**src/rtl/morse_pkg.sv**
```systemverilog
// Shared symbol codes, unit counts and FSM state type for the Morse servo sequencer.
package morse_pkg;

    // Symbol encodings on sym_code (2-bit, every value is a legal symbol)
    localparam logic [1:0] SYM_DOT  = 2'b00;
    localparam logic [1:0] SYM_DASH = 2'b01;
    localparam logic [1:0] SYM_LGAP = 2'b10;
    localparam logic [1:0] SYM_WGAP = 2'b11;

    // Duration of each timed state, in Morse units
    localparam logic [2:0] DOT_UNITS   = 3'd1;
    localparam logic [2:0] DASH_UNITS  = 3'd3;
    localparam logic [2:0] SPACE_UNITS = 3'd1;
    localparam logic [2:0] LGAP_UNITS  = 3'd2;
    localparam logic [2:0] WGAP_UNITS  = 3'd6;

    typedef enum logic [1:0] {
        ST_IDLE  = 2'd0,
        ST_PRESS = 2'd1,
        ST_SPACE = 2'd2,
        ST_GAP   = 2'd3
    } state_t;

endpackage

```
**src/rtl/morse_unit_timer.sv**
```systemverilog
// Unit timer: a cycle counter that wraps every UNIT_CYCLES cycles (unit_tick)
// and a units_left down-counter loaded on each state entry.
module morse_unit_timer #(
    parameter int UNIT_CYCLES = 5_000_000
) (
    input  logic       clk,
    input  logic       rst_n,
    input  logic       i_load,
    input  logic [2:0] i_load_val,
    input  logic       i_clear,
    input  logic       i_abort,
    output logic       o_unit_tick,
    output logic       o_expire
);

    localparam int CW = (UNIT_CYCLES > 1) ? $clog2(UNIT_CYCLES) : 1;
    localparam logic [CW-1:0] LAST_CYC = CW'(UNIT_CYCLES - 1);

    logic [CW-1:0] r_cyc_cnt;
    logic [2:0]    r_units_left;

    assign o_unit_tick = (r_cyc_cnt == LAST_CYC);
    // Final unit of the current state is in progress; the FSM exits on the tick.
    assign o_expire    = (r_units_left == 3'd1);

    // Counter update: abort/clear zero everything, load restarts phase, tick consumes a unit
    always_ff @(posedge clk or negedge rst_n) begin
        if (!rst_n) begin
            r_cyc_cnt    <= '0;
            r_units_left <= '0;
        end else if (i_abort || i_clear) begin
            r_cyc_cnt    <= '0;
            r_units_left <= '0;
        end else if (i_load) begin
            r_cyc_cnt    <= '0;
            r_units_left <= i_load_val;
        end else if (o_unit_tick) begin
            r_cyc_cnt    <= '0;
            r_units_left <= r_units_left - 3'd1;
        end else begin
            r_cyc_cnt    <= r_cyc_cnt + 1'b1;
        end
    end

endmodule

```
**src/rtl/morse_servo_sequencer.sv**
```systemverilog
// Morse servo sequencer: accepts one symbol per valid/ready handshake and
// drives the servo angle to key dots and dashes with standard Morse timing.
// Handshake: a symbol is taken on a clk edge where sym_valid && sym_ready;
// sym_ready is high only in IDLE with abort low, and sym_code is sampled only then.
module morse_servo_sequencer
    import morse_pkg::*;
#(
    parameter int         UNIT_CYCLES = 5_000_000,
    parameter logic [7:0] PRESS_ANGLE = 8'd45,
    parameter logic [7:0] REST_ANGLE  = 8'd0
) (
    input  logic       clk,
    input  logic       rst_n,
    input  logic       sym_valid,
    input  logic [1:0] sym_code,
    output logic       sym_ready,
    input  logic       abort,
    output logic [7:0] angle,
    output logic       busy,
    output logic       sym_done,
    output state_t     dbg_state
);

    state_t     r_state;
    state_t     w_next;
    logic       w_load;
    logic [2:0] w_load_val;
    logic       w_clear;
    logic       w_done;
    logic       w_unit_tick;
    logic       w_expire;
    logic       w_exit;
    logic [7:0] r_angle;
    logic       r_busy;
    logic       r_sym_done;

    assign sym_ready = (r_state == ST_IDLE) && !abort;
    assign w_exit    = w_unit_tick && w_expire;
    // Counters sit at zero whenever the FSM is (or is about to be) idle
    assign w_clear   = (w_next == ST_IDLE);
    assign angle     = r_angle;
    assign busy      = r_busy;
    assign sym_done  = r_sym_done;
    assign dbg_state = r_state;

    morse_unit_timer #(
        .UNIT_CYCLES(UNIT_CYCLES)
    ) u_timer (
        .clk        (clk),
        .rst_n      (rst_n),
        .i_load     (w_load),
        .i_load_val (w_load_val),
        .i_clear    (w_clear),
        .i_abort    (abort),
        .o_unit_tick(w_unit_tick),
        .o_expire   (w_expire)
    );

    // State register
    always_ff @(posedge clk or negedge rst_n) begin
        if (!rst_n) begin
            r_state <= ST_IDLE;
        end else begin
            r_state <= w_next;
        end
    end

    // Next-state logic, timer load requests and completion detection
    always_comb begin
        w_next     = r_state;
        w_load     = 1'b0;
        w_load_val = 3'd0;
        w_done     = 1'b0;
        if (abort) begin
            w_next = ST_IDLE;
        end else begin
            case (r_state)
                ST_IDLE: begin
                    if (sym_valid) begin
                        w_load = 1'b1;
                        case (sym_code)
                            SYM_DOT:  begin w_next = ST_PRESS; w_load_val = DOT_UNITS;  end
                            SYM_DASH: begin w_next = ST_PRESS; w_load_val = DASH_UNITS; end
                            SYM_LGAP: begin w_next = ST_GAP;   w_load_val = LGAP_UNITS; end
                            default:  begin w_next = ST_GAP;   w_load_val = WGAP_UNITS; end
                        endcase
                    end
                end
                ST_PRESS: begin
                    if (w_exit) begin
                        w_next     = ST_SPACE;
                        w_load     = 1'b1;
                        w_load_val = SPACE_UNITS;
                    end
                end
                ST_SPACE, ST_GAP: begin
                    if (w_exit) begin
                        w_next = ST_IDLE;
                        w_done = 1'b1;
                    end
                end
                default: w_next = ST_IDLE;
            endcase
        end
    end

    // Registered outputs follow the state being entered, so they line up with it
    always_ff @(posedge clk or negedge rst_n) begin
        if (!rst_n) begin
            r_angle    <= REST_ANGLE;
            r_busy     <= 1'b0;
            r_sym_done <= 1'b0;
        end else begin
            r_angle    <= (w_next == ST_PRESS) ? PRESS_ANGLE : REST_ANGLE;
            r_busy     <= (w_next != ST_IDLE);
            r_sym_done <= w_done;
        end
    end

endmodule
```
**config.mk**
```make
export PLATFORM = sky130hd
export DESIGN_NAME = morse_servo_sequencer
export DESIGN_NICKNAME = d
export VERILOG_FILES = /design/src/rtl/morse_pkg.sv /design/src/rtl/morse_unit_timer.sv /design/src/rtl/morse_servo_sequencer.sv
export SDC_FILE = /design/constraint.sdc
export NUM_CORES = 1
export LEC_CHECK = 0
export CORE_UTILIZATION = 34
export CTS_CLUSTER_DIAMETER = 100
export DETAILED_ROUTE_END_ITERATION = 16
export PLACE_DENSITY = 0.53
export SETUP_SLACK_MARGIN = 0.5
export SLEW_MARGIN = 20
export SYNTH_ARGS = -nofsm -noshare
export SYNTH_HDL_FRONTEND = slang
export SYNTH_SLANG_ARGS = --single-unit
export TNS_END_PERCENT = 20
```
**constraint.sdc**
```tcl
create_clock -name clk -period 3.4 [get_ports clk]
set_clock_uncertainty 0.15 [all_clocks]
set_input_delay 0.51 -clock clk [delete_from_list [all_inputs] [get_ports clk]]
set_output_delay 0.51 -clock clk [all_outputs]
set_load 0.01 [all_outputs]
```
### After elaboration in Yosys (flattened, before gate mapping)

Index checks and enable logic that the tools add are counted.
W data, S select, Z words.

* bits in registers: 36
* output and inout bits: 13
* word-level logic and storage cells: 51
* input bits: 6

* $add $sub $neg: 2
* reduce and logical (&&, ||, !) cells: 11
* multiplexer cells: 24
* eq/ne operators: 8

Operator list (count)
* $mux W23: 3
* $add A23 B1 Y23 const B: 1
* $eq A23 B23 Y1 const B: 1
* $mux W3: 5
* $mux W2: 5
* $pmux W3 S3: 1
* $eq A2 B1 Y1 const B: 3
* $eq A2 B2 Y1 const B: 3
* $logic_not A2 Y1: 3
* $mux W1: 6
* $mux W6: 1
* $pmux W2 S3: 1
* $pmux W3 S2: 1
* $reduce_or A2 Y1: 2
* $eq A3 B1 Y1 const B: 1
* $reduce_bool A3 Y1: 1
* $sub A3 B1 Y3 const B: 1
* $logic_and A1 B1 Y1: 2
* $pmux W1 S2: 1
* $reduce_bool A2 Y1: 1
* $logic_not A1 Y1: 1
* $logic_or A1 B1 Y1: 1

### Logic depth before layout (Yosys ltp)

* depth after elaboration: 9
* mapped depth: 8
* gate-level depth less buffers: 7

### Modules after synthesis

A second synthesis with hierarchy kept.

* cell total of the unflattened synthesis: 188
* area, all modules: 1789.2 um2

Modules (own cells, without submodules)
* morse_unit_timer: instances 1, cells each 150, area each 1438.9 um2, seq. area each 650.6 um2
* morse_servo_sequencer: instances 1, cells each 38, area each 350.3 um2, seq. area each 125.1 um2

### Worst setup path before layout

OpenSTA, ideal clock, no wires.

* path kind: flip-flop to flip-flop
* start: register u_timer.r_cyc_cnt[7]
* end: register u_timer.r_cyc_cnt[10]
* setup slack: 1383 ps
* data required time: 3131 ps
* arrival: 1748 ps
* buffers on the path: 2
* period minus slack after synthesis: 2017 ps
* library setup time: 119 ps
* stages on the path, launching flop included: 8
* cells stage by stage: dfrtp_1 > or4b_1 > nor3_2 > and2_4 > or3_1 > buf_6 > buf_8 > nor2_1

* word-level cells in the longest chain between the ends: 8
* elaborated cells between the ends (all ways): 15
* classes of those cells: add/sub (1); eq/ne (1); mux (10); reduce/logical (3)

RTL lines
* start, declared: RTL line morse_unit_timer.sv:19 `logic [CW-1:0] r_cyc_cnt;`
* start signal, assigned: RTL line morse_unit_timer.sv:41 `r_cyc_cnt <= r_cyc_cnt + 1'b1;`
* parallel branches: the longest is 7 deep, another holds $add A23 B1 Y23
* $mux W23 (*): RTL line morse_unit_timer.sv:31 `end else if (i_abort || i_clear) begin`

Every way passes the cells marked *.
A chain may end at the register's enable or synchronous reset.

### Final worst setup path

* start: input abort
* end: output sym_ready

* word-level cells in the longest chain between the ends: 2

RTL lines
* start, declared: RTL line morse_servo_sequencer.sv:17 `input logic abort,`
* $logic_not A1 Y1: RTL line morse_servo_sequencer.sv:37 `assign sym_ready = (r_state == ST_IDLE) && !abort;`
* $logic_and A1 B1 Y1: RTL line morse_servo_sequencer.sv:37
* end, declared: RTL line morse_servo_sequencer.sv:16 `output logic sym_ready,`

Every way passes these cells.

==> flow_summary_export.csv <==
group,metric,value,unit
drt,drc,0,
yosys,netlist_area,1710,µm²
drt,drtIter0Drc,34,
die,initial_core_util,35.6,%
timing,min_period,2.53,ns
power,p_per_area,393,nW/µm²
yosys,netlist.area_leader.share,45.5,%
yosys,yosys-top-cells-area,"dfrtp_1, xor2_1, nor2_1",
placed_design,gp_congestion,0.760,
worst_setup_path,cpMostUsedCell,"clkdlybuf4s50_1",
worst_setup_path,crit_buf_inv,2,
yosys,synth-seq-area-share,45.5,%
global_route,grt_pass1_wl,5.80,mm
global_route,grt_overflow,0,
power,power.internal,0.591,mW
yosys,yosysMostFrequentCell,"nor2_1",
yosys,synth_seq_cells,31,
power,seqPwrFrac,50.1,%
yosys,synthCells,178,
global_route,grt.total_usage,14.5,%
yosys,synth_ff_type,"dfrtp_1",
layout,drive_gt1_share,7.77,%
die,die_area,5300,µm²
die,row_count,25,
timing,final-hold-violation-count,0,
worst_setup_path,cp_max_fo,8,
worst_setup_path,reg2reg_slack,0.88,ns
layout,fill_cells,494,
layout,n_antenna_cell,0,
yosys,synth_top_area_cell,"dfrtp_1",
timing,max_freq,395,MHz
hold_path,min_path_type,"flop to flop",
cts,worstSkewPairLatency,0.28,ns
layout,fin_nets,201,
worst_setup_path,arrival,1.87,ns
timing,setup_viol,0,
yosys,async_reset_ff_share,100,%
worst_setup_path,endpoint_kind,"output port",
worst_setup_path,crit_type,"input port to output port",
worst_setup_path,worstSetupStartpointType,"input port",
power,switchingPower,0.176,mW
cts,post_cts_buffers,0,
drt,final_antenna_net_count,0,
cts,htreeDepth,2,
yosys,synth-warning-count,0,
yosys,ys_types,40,
global_route,antenna_found_initial,0,
power,p_comb_share,9.1,%
cts,postCtsHoldBufs,0,
power,peakVddDrop,108,µV
cts,numCtsBuffers,5,
worst_setup_path,required,2.74,ns
timing,rsz0062_at_grt,"no",
drt,dr.pass1.iters,4,
cts,clk_pin_slew_worst_paths,0.06,ns
cts,clk_path_buf_depth,2,
timing,finalMaxSlewViolations,0,
worst_setup_path,max_stage_delay,0.58,ns
timing,tightest_slew,0.824,ns
layout,post-route-util,40.8,%
global_route,grt_max_degree,32,
cts,cts_tree,"yes",
placed_design,dp_hpwl,2.37,mm
cts,cts_sinks,31,
yosys,syn_area_per_cell,9.58,µm²
cts,cts_resized,0,
power,p_clk_share,40.8,%
global_route,grt_pass1_vias,1303,
outcome,run_status,"finished, final reports clean",
yosys,synthTopCellsByCount,"nor2_1, dfrtp_1, xor2_1",
die,die_w,72.8,µm
placed_design,port_buffers,14,
worst_setup_path,cp_cell_sequence,"clkdlybuf4s50_1 -> nor3_1 -> clkdlybuf4s50_1",
flow_run,maxCapViolCount,0,
drt,via_per_inst,4.83,
yosys,synth_edf_count,0,
die,die_h,72.8,µm
drt,dr_total_vias,1257,
worst_setup_path,crit_family,"buffers and inverters",
power,p_leak,0.804,nW
power,swShare,22.9,%
worst_setup_path,slowest_stage,"clkdlybuf4s50_1",
timing,finalCritPeriodShare,74.5,%
die,design.core.area,4790,µm²
cts,cts_root_buffer,"clkbuf_8",
drt,drt-total-wl,3.26,mm
layout,area_growth,14.4,%
timing,final.setup.tns,0,ns
timing,slew_headroom,44.6,%
drt,wl_per_cell,12.6,µm
die,ioPinCount,19,
## state kept, by name (all words and copies together) (netlist names)
| name | count |
|---|---|
| u_timer.r_cyc_cnt | 23 |
| u_timer.r_units_left | 3 |
| dbg_state | 2 |
| angle | 1 |
| busy | 1 |
| sym_done | 1 |
## power by group through the flow
stage | clock (mW) | combinational [mW] | sequential, mW
after global routing | 0.340 | 0.0797 | 0.386
after global placement | 0 | 0.0705 | 0.391
after floorplan | 0 | 0.0461 | 0.392
after CTS | 0.325 | 0.0714 | 0.384
final | 0.313 | 0.0696 | 0.385
after detailed placement | 0 | 0.0710 | 0.391
## kinds of logic after synthesis
family                   Yosys count  synth area share [%]
AND/OR/NAND/NOR                   93                  29.1
flip-flops                        31                  45.5
XOR/XNOR                          21                  10.8
buffers and inverters             17                  7.04
AO/OA/AOI/OAI                     10                  4.04
adder cells (fa/ha/maj)            3                  2.20
multiplexers                       2                  1.17
other                              1                 0.220
## worst register-to-register path: cells and delay by family (launching register included)
| family | cells | cell delay (ns) |
|---|---|---|
| flip-flops | 1 | 0.45 |
| AND/OR/NAND/NOR | 5 | 1.78 |
## layer usage
metal / GRT usage [%] / part of all wire [%] / vias up
met4: 5.88 / 1.4 / 0
met1: 16.4 / 44 / 600
met2: 25.1 / 50 / 26
met3: 4.70 / 4.7 / 6
li1: - / - / 625
met5: 0 / 0 / -
## path summary, 6_finish.rpt
path / depth (start not counted) / to / startpoint
worst max-delay path: 3 / sym_ready / abort
worst max register to register: 5 / u_timer.r_cyc_cnt[19] / u_timer.r_cyc_cnt[12]
worst min register to register: 1 / u_timer.r_cyc_cnt[0] / u_timer.r_cyc_cnt[0]
min in group asynchronous: 2 / u_timer.r_units_left[2] / rst_n
worst min-delay path: 1 / u_timer.r_cyc_cnt[0] / u_timer.r_cyc_cnt[0]
max in group asynchronous: 2 / u_timer.r_cyc_cnt[16] / rst_n
## through the flow
stage / cells / hold WS (ns) / cell area (µm²) / total power, mW / setup WS (ns)
6_report: 260 / 0.363 / 1950 / 0.767 / 0.866
5_1_grt: 260 / 0.403 / 1950 / 0.806 / 0.653
4_1_cts: 260 / 0.370 / 1950 / 0.780 / 0.824
3_5_place_dp: 252 / 0.360 / 1850 / 0.462 / 0.831
3_3_place_gp: 252 / 0.346 / 1850 / 0.461 / 0.880
2_1_floorplan: 181 / 0.0644 / 1720 / 0.438 / 1.38
## placed cells by master, fill, tap and decap left out
cell and count:
nand2_1 14, clkbuf_1 1, or3_1 2, nand4_1 6
nand3_2 1, a211oi_1 1, nor2b_1 2, or2_2 1
buf_4 1, a21oi_1 3, inv_1 6, xnor2_1 6
mux2i_1 2, and3_1 2, ha_1 3, and4_1 1
a21o_1 1, o31ai_1 1, nand4b_1 2, nor4_4 1
nor4b_1 1, o211ai_1 1, a311o_1 1, a21boi_0 1
nor3_2 1, clkbuf_8 7, nand2b_1 1, nor4_2 1
or4b_2 1, or4b_1 2, clkdlybuf4s50_1 14, xor2_1 15
and2_4 1, a31oi_1 1, nor3_1 4, nand3_1 13
nor4_1 3, nor2_1 33, conb_1 4, dfrtp_1 31
## cell type report
| type | instances | area (µm²) | area share [%] |
|---|---|---|---|
| clock buffer | 8 | 100 | 5.13 |
| inverter | 6 | 22.5 | 1.15 |
| multi-input combinational | 133 | 821 | 42.1 |
| sequential | 31 | 776 | 39.8 |
| tap | 67 | 83.8 | 4.30 |
| timing repair buffer | 15 | 148 | 7.57 |
(Power assumes the default switching activity.)
